==> config.mk <==
export PLATFORM = sky130hd
export DESIGN_NAME = vga_draw_arbiter
export DESIGN_NICKNAME = d
export VERILOG_FILES = /design/src/rtl/vga_draw_arbiter.sv
export SDC_FILE = /design/constraint.sdc
export NUM_CORES = 1
export LEC_CHECK = 0
export ABC_CLOCK_PERIOD_IN_PS = 1700
export BUFFER_PORTS_ARGS = -buffer_cell sky130_fd_sc_hd__buf_2
export CELL_PAD_IN_SITES_DETAIL_PLACEMENT = 0
export CELL_PAD_IN_SITES_GLOBAL_PLACEMENT = 2
export CORE_ASPECT_RATIO = 0.6
export CORE_MARGIN = 5
export CORE_UTILIZATION = 29
export DETAILED_ROUTE_END_ITERATION = 8
export PLACE_DENSITY_LB_ADDON = 0.1
export RECOVER_POWER = 100
export SLEW_MARGIN = 0
export SYNTH_ARGS = -nofsm -noshare
export SYNTH_HDL_FRONTEND = slang
export SYNTH_SLANG_ARGS = --single-unit
==> constraint.sdc <==
create_clock -name clk -period 1.7 [get_ports clk]
set_input_delay 0 -clock clk [delete_from_list [all_inputs] [get_ports clk]]
set_output_delay 0 -clock clk [all_outputs]
set_load 0.01 [all_outputs]
==> src/rtl/vga_draw_arbiter.sv <==
// vga_draw_arbiter: round-robin sharing of the VGA plot port between two players,
// scanning each granted box row-major and acknowledging the owner when done.
module vga_draw_arbiter #(
  parameter int BOX_W = 8,
  parameter int BOX_H = 4
) (
  input  logic       clk,
  input  logic       resetn,
  input  logic       req1,
  input  logic [7:0] x1,
  input  logic [6:0] y1,
  input  logic [2:0] colour1,
  input  logic       req2,
  input  logic [7:0] x2,
  input  logic [6:0] y2,
  input  logic [2:0] colour2,
  output logic       ack1,
  output logic       ack2,
  output logic       busy,
  output logic [7:0] x,
  output logic [6:0] y,
  output logic [2:0] colour,
  output logic       plot
);
  typedef enum logic [1:0] {IDLE, DRAW, ACK} state_t;
  state_t state_q, state_d;
  logic own2_q, own2_d, last2_q, last2_d;
  logic [3:0] cx_q, cx_d, cy_q, cy_d;
  logic [7:0] bx_q, bx_d;
  logic [6:0] by_q, by_d;
  logic [2:0] col_q, col_d;
  logic grant2, cx_last, cy_last;
  // On a tie the player that was not served last wins.
  assign grant2  = req2 && (!req1 || !last2_q);
  assign cx_last = cx_q == 4'(BOX_W - 1);
  assign cy_last = cy_q == 4'(BOX_H - 1);
  always_ff @(posedge clk) begin
    if (!resetn) begin
      state_q <= IDLE;
      own2_q  <= 1'b0;
      last2_q <= 1'b1;
      cx_q    <= '0;
      cy_q    <= '0;
      bx_q    <= '0;
      by_q    <= '0;
      col_q   <= '0;
    end else begin
      state_q <= state_d;
      own2_q  <= own2_d;
      last2_q <= last2_d;
      cx_q    <= cx_d;
      cy_q    <= cy_d;
      bx_q    <= bx_d;
      by_q    <= by_d;
      col_q   <= col_d;
    end
  end
  always_comb begin
    state_d = state_q;
    own2_d  = own2_q;
    last2_d = last2_q;
    cx_d    = cx_q;
    cy_d    = cy_q;
    bx_d    = bx_q;
    by_d    = by_q;
    col_d   = col_q;
    if (state_q == IDLE && (req1 || req2)) begin
      state_d = DRAW;
      own2_d  = grant2;
      last2_d = grant2;
      bx_d    = grant2 ? x2 : x1;
      by_d    = grant2 ? y2 : y1;
      col_d   = grant2 ? colour2 : colour1;
      cx_d    = '0;
      cy_d    = '0;
    end
    if (state_q == DRAW) begin
      cx_d    = cx_last ? 4'd0 : cx_q + 4'd1;
      cy_d    = cx_last ? (cy_last ? 4'd0 : cy_q + 4'd1) : cy_q;
      state_d = (cx_last && cy_last) ? ACK : DRAW;
    end
    if (state_q == ACK) state_d = IDLE;
  end
  assign plot   = state_q == DRAW;
  assign x      = plot ? bx_q + {4'd0, cx_q} : '0;
  assign y      = plot ? by_q + {3'd0, cy_q} : '0;
  assign colour = plot ? col_q : '0;
  assign ack1   = state_q == ACK && !own2_q;
  assign ack2   = state_q == ACK && own2_q;
  assign busy   = state_q != IDLE;
endmodule

## Word-level counts from Yosys, hierarchy flattened

Cells that the tools add are included.

| word-level totals | value |
|---|---|
| bits in registers | 30 |
| bits of input ports | 40 |
| output and inout bits | 22 |
| logic and storage cells | 48 |

| cells by class | value |
|---|---|
| add/subtract/negate cells | 4 |
| eq/ne operators | 5 |
| mux-type cells | 15 |
| bitwise logic cells | 1 |
| reductions and logical operators | 15 |

Operators with widths:

| kind | number |
|---|---|
| two-way mux 4 bit | 6 |
| two-way mux 8 bit | 2 |
| two-way mux 7 bit | 2 |
| adder 4 x 1 -> 4 bit, second input constant | 2 |
| adder 8 x 4 -> 8 bit | 1 |
| adder 7 x 4 -> 7 bit | 1 |
| two-way mux 2 bit | 3 |
| two-way mux 3 bit | 2 |
| logical AND 1 bit | 5 |
| equality test 4 x 2 -> 1 bit, second input constant | 1 |
| equality test 4 x 3 -> 1 bit, second input constant | 1 |
| nonzero test 2 bit | 2 |
| zero test 1 bit | 3 |
| equality test 2 x 1 -> 1 bit, second input constant | 1 |
| equality test 2 bit, second input constant | 1 |
| zero test 2 bit | 1 |
| logical OR 1 bit | 2 |
| inequality test 2 x 1 -> 1 bit, second input constant | 1 |
| AND reduction 2 bit | 1 |
| OR reduction 2 bit | 1 |
| inverter 1 bit | 1 |

## Depth between registers and ports, before layout

| logic depth | value |
|---|---|
| depth after elaboration | 4 |
| gate-level depth with buffers | 6 |
| depth with buffers taken out | 6 |

## Worst setup path after synthesis

No wires, ideal clock.

| timing path | value |
|---|---|
| path kind | register to output |
| start | register cy_q[0] |
| end | output y[6] |
| arrival | 1.617 ns |
| required time | 1.700 ns |
| slack | 0.083 ns |
| cell stages (with the launch flop) | 7 |
| path buffers | 0 |
| path through | dfxtp_1 -> ha_1 -> fa_1 -> a211o_1 -> o2111ai_1 -> xor2_1 -> nor2_1 |

| between the ends | value |
|---|---|
| cells in the longest elaborated chain, start to end | 2 |

RTL lines:

| element | line | source |
|---|---|---|
| start: declaration | 28 | `logic [3:0] cx_q, cx_d, cy_q, cy_d;` |
| start signal: assignment | 52 | `cy_q <= cy_d;` |
| adder 7 x 4 -> 7 bit | 86 | `assign y = plot ? by_q + {3'd0, cy_q} : '0;` |
| two-way mux 7 bit | 86 |  |
| end: declaration | 21 | `output logic [6:0] y,` |

Every way passes these cells.

## Worst setup path in the final report

| timing path | value |
|---|---|
| start | register cy_q[0] |
| end | output y[4] |

The elaborated chain is that of the path after synthesis.

==> run_results.csv <==
group,metric,value,unit
critical_path,startpoint,"cy_q[0]",
synth,synth_cell_types,46,
critical_path,cp_data_arrival_time,1.87,ns
global_route,grt_max_degree,35,
pwr,p_comb_frac,0.221,
sta,final_max_slew_viol_count,0,
critical_path,critPathMaxFanout,2,
critical_path,rr_startpoint,"state_q[0]",
placed_design,placedCellCount,373,
critical_path,cp_data_required_time,1.70,ns
cts,clk_latency,0.28,ns
global_route,grt_pass1_vias,1853,
synth,synth_area_leaders,"dfxtp_1 (32%), mux2i_1 (9.5%), a21oi_1 (7.7%)",
drt,via_per_inst,4.87,
critical_path,path_cells,"ha_4 > fa_2 > buf_4 > a21o_1 > a21oi_2 > or3_1 > nand2_1 > buf_2",
critical_path,cp-end-kind,"output port",
global_route,antenna_found_initial,0,
floorplanning,fp.dieW,114,um
synth,synth_commonest_cells,"dfxtp_1 (30), a21oi_1 (29), o21ai_0 (23)",
pwr,swShare,0.297,
synth,async_flop_share,0,
drt,dr.pass1.iters,4,
synth,synth.most_common_cell,"dfxtp_1",
synth,synth.top_cell.area_share,0.318,
drt,drt-total-wl,5680,um
drt,drtIter0Drc,46,
sta,setup_violations,12,
critical_path,crit_slowest_cell,"dfxtp_2",
synth,synth_edf_count,0,
drt,vias,1874,
pwr,p_per_area,661,nW/um^2
finish,fillers,699,
pwr,total_power,1.72,mW
sta,fin_ws,-0.166,ns
sta,period_share,1.10,
sta,slew_headroom,0.375,
floorplanning,rows,22,
floorplanning,io_pins,62,
global_route,overflow,0,
critical_path,crit_path_max_incr_delay,0.33,ns
pwr,p_switching,510,uW
synth,yosys_most_used_dff,"dfxtp_1",
global_route,grt_pass1_wl,9090,um
drt,drc,0,
placed_design,numPortBuffers,61,
sta,tns,-0.844,ns
pwr,seqPwrFrac,0.465,
synth,synth_nets,275,
cts,clkSinkCount,30,
cts,htreeDepth,2,
finish,final_core_util,0.418,
synth,yosys_warnings,0,
finish,nets,353,
run,max_cap_viol_count,0,
finish,finalNonFillerCells,385,
finish,final_area,2600,sq um
cts,clk_path_buf_depth,2,
floorplanning,core_area,6220,sq um
cts,cts_made_buffers,5,
pwr,peakVddDrop,0.000348,V
sta,layout_min_cycle_time,1.87,ns
cts,cts_tree,"yes",
synth,yosysTopAreaCell,"dfxtp_1",
hold_path,hold_start,"x2[7]",
finish,diodes,0,
synth,netlist_area,1890,sq um
placed_design,place_congestion,0.767,
floorplanning,die_area,8280,sq um
synth,ys_seq_elements,30,
global_route,grt_use_total,0.137,
drt,ant_nets,0,
run_status,status,"complete, but fails checks",
sta,hold_viol,0,
pwr,p_leak,1.15,nW
placed_design,dpl_worst_slack,-0.00234,ns
synth,synthCells,223,
hold_path,hold_path.class,"in2reg",
cts,ctsRootBufferMaster,"clkbuf_8",
sta,timing.fmax,536,MHz
cts,cts_hold_buf,0,
synth,seq_area_frac_synth,0.318,
finish,drive_gt1_frac,0.379,
pwr,power_frac_clock,0.314,
pwr,p_int,1.21,mW
floorplanning,die_height,72.5,um
critical_path,crit_type,"reg2out",
sta,worst_slew_pin_slew,0.927,ns
placed_design,dp_hpwl,4090,um
cts,cts.clk_slew.worst_paths,0.06,ns
run_status,violations,"setup timing",
placed_design,placed_cell_area,2380,sq um
sta,fin_skew,0.00688,ns
sta,rsz0062_at_grt,"yes",
synth,postSynthAreaPerCell,8.47,sq um
critical_path,startpoint_type,"register",
sta,whs,0.0137,ns
floorplanning,start_util,0.303,
drt,wl_per_cell,14.8,um
finish,syn_to_final_growth,37.7,%
-- logic make-up after synthesis --
group,share of synthesized area
AO/OA/AOI/OAI,0.237
AND/OR/NAND/NOR,0.183
flip-flops,0.318
multiplexers,0.0954
buffers and inverters,0.0464
adder cells (fa/ha/maj),0.0875
XOR/XNOR,0.0325
-- layout make-up --
type | count | area (sq um) | share of cell area
Multi-Input combinational cell | 176 | 1330 | 0.512
Sequential cell | 30 | 613 | 0.236
Clock buffer | 7 | 76.3 | 0.0294
Inverter | 5 | 21.3 | 0.00818
Timing Repair Buffer | 83 | 454 | 0.175
Tap cell | 84 | 105 | 0.0404
-- state kept, by name, summed over array words and instances (netlist names) --
| register | cells |
|---|---|
| bx_q | 8 |
| state_q | 2 |
| by_q | 7 |
| last2_q | 1 |
| cy_q | 4 |
| own2_q | 1 |
| cx_q | 4 |
| col_q | 3 |
-- layout by cell type (no fill, tap or decap), types with 5 or more instances in the layout --
cell	Yosys	layout
o21ai_0	23	23
a21oi_1	29	26
ha_4	0	5
dfxtp_1	30	22
nand2_1	7	7
mux2i_1	18	18
dfxtp_2	0	7
nor2_1	15	14
clkbuf_1	5	6
and2_1	8	7
nand3_1	10	10
clkbuf_8	0	5
nor3b_1	5	5
buf_4	3	14
buf_2	2	61
a21o_1	5	5
-- metal layers --
layer / wire length [um] / part of all wire / global-route usage / up-vias
met4: 53 / 0.0093 / 0.0356 / 0
met1: 3070 / 0.54 / 0.204 / 862
met3: 217 / 0.038 / 0.0342 / 4
met5: 0 / 0 / 0 / -
met2: 2340 / 0.41 / 0.196 / 35
li1: - / - / - / 973
-- power by group through the flow --
stage	clock network (mW)	logic, mW	registers [mW]
finish	0.540	0.380	0.799
global route	0.600	0.431	0.806
CTS	0.556	0.388	0.796
detailed placement	0	0.366	0.806
global placement	0	0.366	0.807
floorplan	0	0.222	0.795
-- worst max-delay path: cells and delay by family, from the launching register on --
family	cells	cell delay, ns
adder cells (fa/ha/maj)	2	0.49
flip-flops	1	0.33
AND/OR/NAND/NOR	2	0.16
buffers and inverters	2	0.28
AO/OA/AOI/OAI	2	0.33
-- repair_timing --
item | 4_1_cts | 5_1_grt
buffers inserted | 4 | 1
gates cloned | 0 | 0
pin swaps | 15 | 9
setup endpoints to repair | 13 | 14
gates resized for setup | 27 | 10
-- worst paths after layout --
check,endpoint,slack (ns),cells after the start
worst max-delay path,y[4],-0.17,8
worst min-delay path,bx_q[7],0.01,3
worst max register to register,cx_q[3],-0.02,4
worst min register to register,cy_q[2],0.53,2
No activity file was read; power rests on OpenSTA's default activity.
